File: src/rtl/rpn_exec.sv
// Stack-machine execution unit driving push/pop/data_in of an attached DEPTH-entry stack.
// Optional shifts (opcodes 8 SHL, 9 SHR) are enabled by defining RPN_EXEC_SHIFT_EN.
module rpn_exec #(
  parameter int unsigned DEPTH = 32
) (
  input  logic        clk,
  input  logic        rst,
  input  logic        instr_valid,
  output logic        instr_ready,
  input  logic [3:0]  opcode,
  input  logic [31:0] imm,
  input  logic [31:0] stack_top,
  input  logic [31:0] stack_top_minus_one,
  output logic        push,
  output logic        pop,
  output logic [31:0] data_out,
  output logic [31:0] result,
  output logic        result_valid,
  output logic        error,
  output logic [5:0]  depth
);

  localparam logic [5:0] Full = 6'(DEPTH);

  typedef enum logic [1:0] {StIdle, StPop1, StPop2, StPush} state_e;

  state_e      state_q, state_d;
  logic [5:0]  depth_q, depth_d;
  logic [31:0] val_q, val_d;
  logic [31:0] result_q, result_d;
  logic        error_q, error_d;
  logic [31:0] alu_res;

  // A = word below top, B = top.
  always_comb begin
    alu_res = '0;
    case (opcode)
      4'd2: alu_res = stack_top_minus_one + stack_top;
      4'd3: alu_res = stack_top_minus_one - stack_top;
      4'd4: alu_res = stack_top_minus_one & stack_top;
      4'd5: alu_res = stack_top_minus_one | stack_top;
      4'd6: alu_res = stack_top_minus_one ^ stack_top;
`ifdef RPN_EXEC_SHIFT_EN
      4'd8: alu_res = stack_top_minus_one << stack_top[4:0];
      4'd9: alu_res = stack_top_minus_one >> stack_top[4:0];
`endif
      default: alu_res = '0;
    endcase
  end

  always_comb begin
    state_d  = state_q;
    depth_d  = depth_q;
    val_d    = val_q;
    result_d = result_q;
    error_d  = 1'b0;
    case (state_q)
      StIdle: begin
        if (instr_valid) begin
          case (opcode)
            4'd0: ;
            4'd1: begin
              if (depth_q == Full) begin
                error_d = 1'b1;
              end else begin
                val_d   = imm;
                state_d = StPush;
              end
            end
            4'd2, 4'd3, 4'd4, 4'd5, 4'd6
`ifdef RPN_EXEC_SHIFT_EN
            , 4'd8, 4'd9
`endif
            : begin
              if (depth_q < 6'd2) begin
                error_d = 1'b1;
              end else begin
                val_d   = alu_res;
                state_d = StPop1;
              end
            end
            4'd7: begin
              if (depth_q == 6'd0 || depth_q == Full) begin
                error_d = 1'b1;
              end else begin
                val_d   = stack_top;
                state_d = StPush;
              end
            end
            default: error_d = 1'b1;
          endcase
        end
      end
      StPop1: begin
        state_d = StPop2;
        depth_d = depth_q - 6'd1;
      end
      StPop2: begin
        state_d = StPush;
        depth_d = depth_q - 6'd1;
      end
      StPush: begin
        state_d  = StIdle;
        depth_d  = depth_q + 6'd1;
        result_d = val_q;
      end
      default: state_d = StIdle;
    endcase
  end

  always_ff @(posedge clk) begin
    if (rst) begin
      state_q  <= StIdle;
      depth_q  <= '0;
      val_q    <= '0;
      result_q <= '0;
      error_q  <= 1'b0;
    end else begin
      state_q  <= state_d;
      depth_q  <= depth_d;
      val_q    <= val_d;
      result_q <= result_d;
      error_q  <= error_d;
    end
  end

  assign instr_ready  = (state_q == StIdle);
  assign push         = (state_q == StPush);
  assign pop          = (state_q == StPop1) || (state_q == StPop2);
  assign data_out     = push ? val_q : '0;
  // New result is visible during the push cycle itself, then held.
  assign result       = push ? val_q : result_q;
  assign result_valid = push;
  assign error        = error_q;
  assign depth        = depth_q;

endmodule

File: config.mk
export PLATFORM = sky130hd
export DESIGN_NAME = rpn_exec
export DESIGN_NICKNAME = d
export VERILOG_FILES = /design/src/rtl/rpn_exec.sv
export SDC_FILE = /design/constraint.sdc
export NUM_CORES = 1
export LEC_CHECK = 0
export ABC_AREA = 1
export ABC_CLOCK_PERIOD_IN_PS = 7080
export CORE_MARGIN = 1.5
export CORE_UTILIZATION = 50
export DETAILED_ROUTE_END_ITERATION = 8
export GPL_TIMING_DRIVEN = 0
export PLACE_DENSITY = 0.87
export SYNTH_ARGS = -nofsm -noshare
export SYNTH_HDL_FRONTEND = slang
export SYNTH_SLANG_ARGS = --single-unit
File: constraint.sdc
create_clock -name clk -period 7.08 [get_ports clk]
set_input_delay 0.708 -clock clk [delete_from_list [all_inputs] [get_ports clk]]
set_output_delay 0.708 -clock clk [all_outputs]
set_load 0.05 [all_outputs]
==> results.md <==
- Status: finished clean
- CTS root buf: clkbuf_16
- CTS buffer count: 9
- Final Max Slew Viols: 0
- Via count: 9,330
- TNS Setup: 0 ns
- Final wirelength: 29,840 um
- PwrDens: about 180 mW/mm^2
- Post-CTS Resized: 0
- Max Cap Viol: 0
- Commonest non-fill, non-tap cells in the layout: nand2_1, inv_1, clkdlybuf4s50_1
- GP Congestion: about 0.98
- Avg Synthesized Cell Area: 6.039 um^2
- Crit. End Element: flip-flop
- Die X-Extent: 129.7 um
- Detailed Route Iter0 Violations: 808
- IO Port Bufs: ~180
- Worst-Margin Slew: approximately 0.77 ns
- Initial antenna violation count: 0
- Total global routing overflow: 0
- Routed Antenna Nets: 0
- Largest net degree at the start of global routing: 15
- CP max FO: 5
- Vias per cell: 5.371
- Core area: 0.01577 mm^2
- Final period utilization: 0.6190
- Met1 usage: 0.4759
- Setup Viol. Count Final: 0
- Clock transition at the registers of the reported paths: about 0.06 ns
- Slew Limit Headroom: 0.4883
- Hpwl dp: 24,560 um
- GRT Overall Usage: 0.3528
- Seq cells post-synth: 73
- Prevailing post-synth register cell: dfxtp_1
- Syn Nets: around 1,500
- Starting Density: 0.5090
- Vias in the first global route: between 8,000 and 9,000
- Area grow syn2layout: 29.35%
- Clk sinks: between 70 and 80
- Netlist cell types: 46
- Per-cell routed wire length: between 15 and 20 um
- Met3 Use GR: 0.04674
- Slowest stage delay, CP: 0.47 ns
- Hold crit path type: reg -> reg
- Fin. Hold Viols: 0
- Syn Inst Count: 1,329
- CP most frequent cell: nand2_1
- FILL cells: 1,495
- CTS tree: built
- Met2 Track Usage GR: 0.5948
- Worst path arrival time: between 4 and 5 ns
- Fmax: 228.2 MHz
- VDD IR-drop max: 0.0001405 V
- Slowest-stage cell, CP: clkdlybuf4s50_1
- Post-layout minimum cycle time: 4.382 ns
- DRT Pass-1 Iters: 6
- Async SR Flop Fraction: 0
- Layer with the highest usage: met2
- Final Power: 1.903 mW
- First-pass GRT wire length: 45,440 um
- Num rows: 46
- RSZ-0062 raised after global routing: false
- Crit path kind: in -> reg
- Clock buffer depth: 2
- # DRC: 0
- Synthesized area: around 0.008 mm^2
- Crit-path cells: clkdlybuf4s50_1, inv_1, ha_1, nand3_1, nor2_1, nand2_1, nor2_2, a21oi_1, a21oi_2, o21ai_1, xor2_1, ha_1, nand2_1, nor2_1, inv_1, nor3_1, and3_1, nand2_1, nand3b_1, nand3_1, a21oi_1
- Die height: 129.7 um
- Hold Buf Count CTS: 0
- ANT cells: 0
- Fraction of layout instances using a drive strength above 1: 0.03945
- Setup Fix Bufs, Post-CTS: 0
- Post-synth EDFFs: 0
- Yosys warnings: 0
- Final core utilization: 0.6584
- H-tree depth: 3
- Final Skew: 0.006666 ns
- Most common cell after layout, fill and taps aside: nand2_1
- Die area: 0.01682 mm^2
- Sequential share of the synthesized area: 0.1821
- Crit path required time: 7.34 ns
- Critical Path Source Type: primary input
- Ports: 178
- Final nets: about 1,700
- Worst skew pair latency: 0.33 ns
- P_leak: 5.339 nW
-- critical path: cells and delay by family --
family                   cells  cell delay [ns]
XOR/XNOR                     1             0.17
AO/OA/AOI/OAI                4             0.67
buffers and inverters        3             0.69
AND/OR/NAND/NOR             11             1.81
adder cells (fa/ha/maj)      2             0.59
-- flip-flops by register name, indices dropped and copies added (netlist names) --
| register | flops |
|---|---|
| state_q | 2 |
| val_q | 32 |
| result_q | 32 |
| depth | 6 |
| error | 1 |
-- cells by family (layout without fill, tap and decap cells) --
logic type	count (synthesis)	count (layout)	share of synthesized area
adder cells (fa/ha/maj)	106	106	0.1671
XOR/XNOR	33	33	0.03601
AND/OR/NAND/NOR	615	615	0.3166
flip-flops	73	73	0.1821
AO/OA/AOI/OAI	261	261	0.1786
buffers and inverters	241	433	0.1196
-- final timing paths --
kind | start | endpoint | slack [ns] | cells after the start
worst max-delay path | stack_top[0] | val_q[27] | 2.70 | 21
worst min-delay path | val_q[4] | val_q[4] | 0.47 | 2
worst max register to register | state_q[1] | depth[5] | 4.01 | 15
worst min register to register | val_q[4] | val_q[4] | 0.47 | 2
-- layer usage --
metal | up-vias | part of all wire
li1 | 4645 | -
met1 | 4259 | 0.43
met2 | 376 | 0.47
met3 | 50 | 0.082
met4 | 0 | 0.019
met5 | - | 0
-- per-stage QoR --
| step | cell area (um^2) | hold WS [ns] | setup WS [ns] | instances |
|---|---|---|---|---|
| 2_1_floorplan | 8026 | 0.4449 | 3.863 | 1329 |
| 6_report | 10380 | 0.4662 | 2.698 | 1737 |
| 4_1_cts | 10380 | 0.4639 | 2.744 | 1737 |
| 3_3_place_gp | 10060 | 0.4530 | 2.468 | 1721 |
| 3_5_place_dp | 10060 | 0.4553 | 2.413 | 1721 |
| 5_1_grt | 10380 | 0.4805 | 2.371 | 1737 |
-- cell usage after synthesis, drive strengths merged, types with 3 or more instances --
library cell / count / area [um^2]
nand2: 389 / 1475
inv: 199 / 749.5
a21oi: 121 / 613.1
nor2: 118 / 455.4
ha: 104 / 1301
o21ai: 95 / 479.2
dfxtp: 73 / 1461
nand3: 52 / 265.3
xor2: 32 / 280.3
buf: 21 / 131.4
clkbuf: 21 / 78.83
nor3: 21 / 105.1
o211ai: 21 / 157.7
nand4: 12 / 75.07
nand3b: 11 / 82.58
or2: 7 / 43.79
o21bai: 6 / 45.04
a221oi: 3 / 26.28
-- cell type report --
class	count	area, um^2	share of cell area
Sequential cell	73	1461	0.1408
Clock inverter	2	60.06	0.005785
Buffer	42	210.2	0.02025
Tap cell	216	270.3	0.02603
Timing Repair Buffer	176	1762	0.1697
Inverter	199	749.5	0.07219
Multi-Input combinational cell	1015	5605	0.5399
Clock buffer	14	264.0	0.02543
-- power by group --
part           switching (mW)  total [mW]  leakage, nW  internal [mW]
Clock                   0.160       0.488        0.157          0.328
Sequential             0.0460       0.515        0.594          0.469
Combinational           0.576       0.901         4.59          0.325
(Power assumes the default switching activity.)
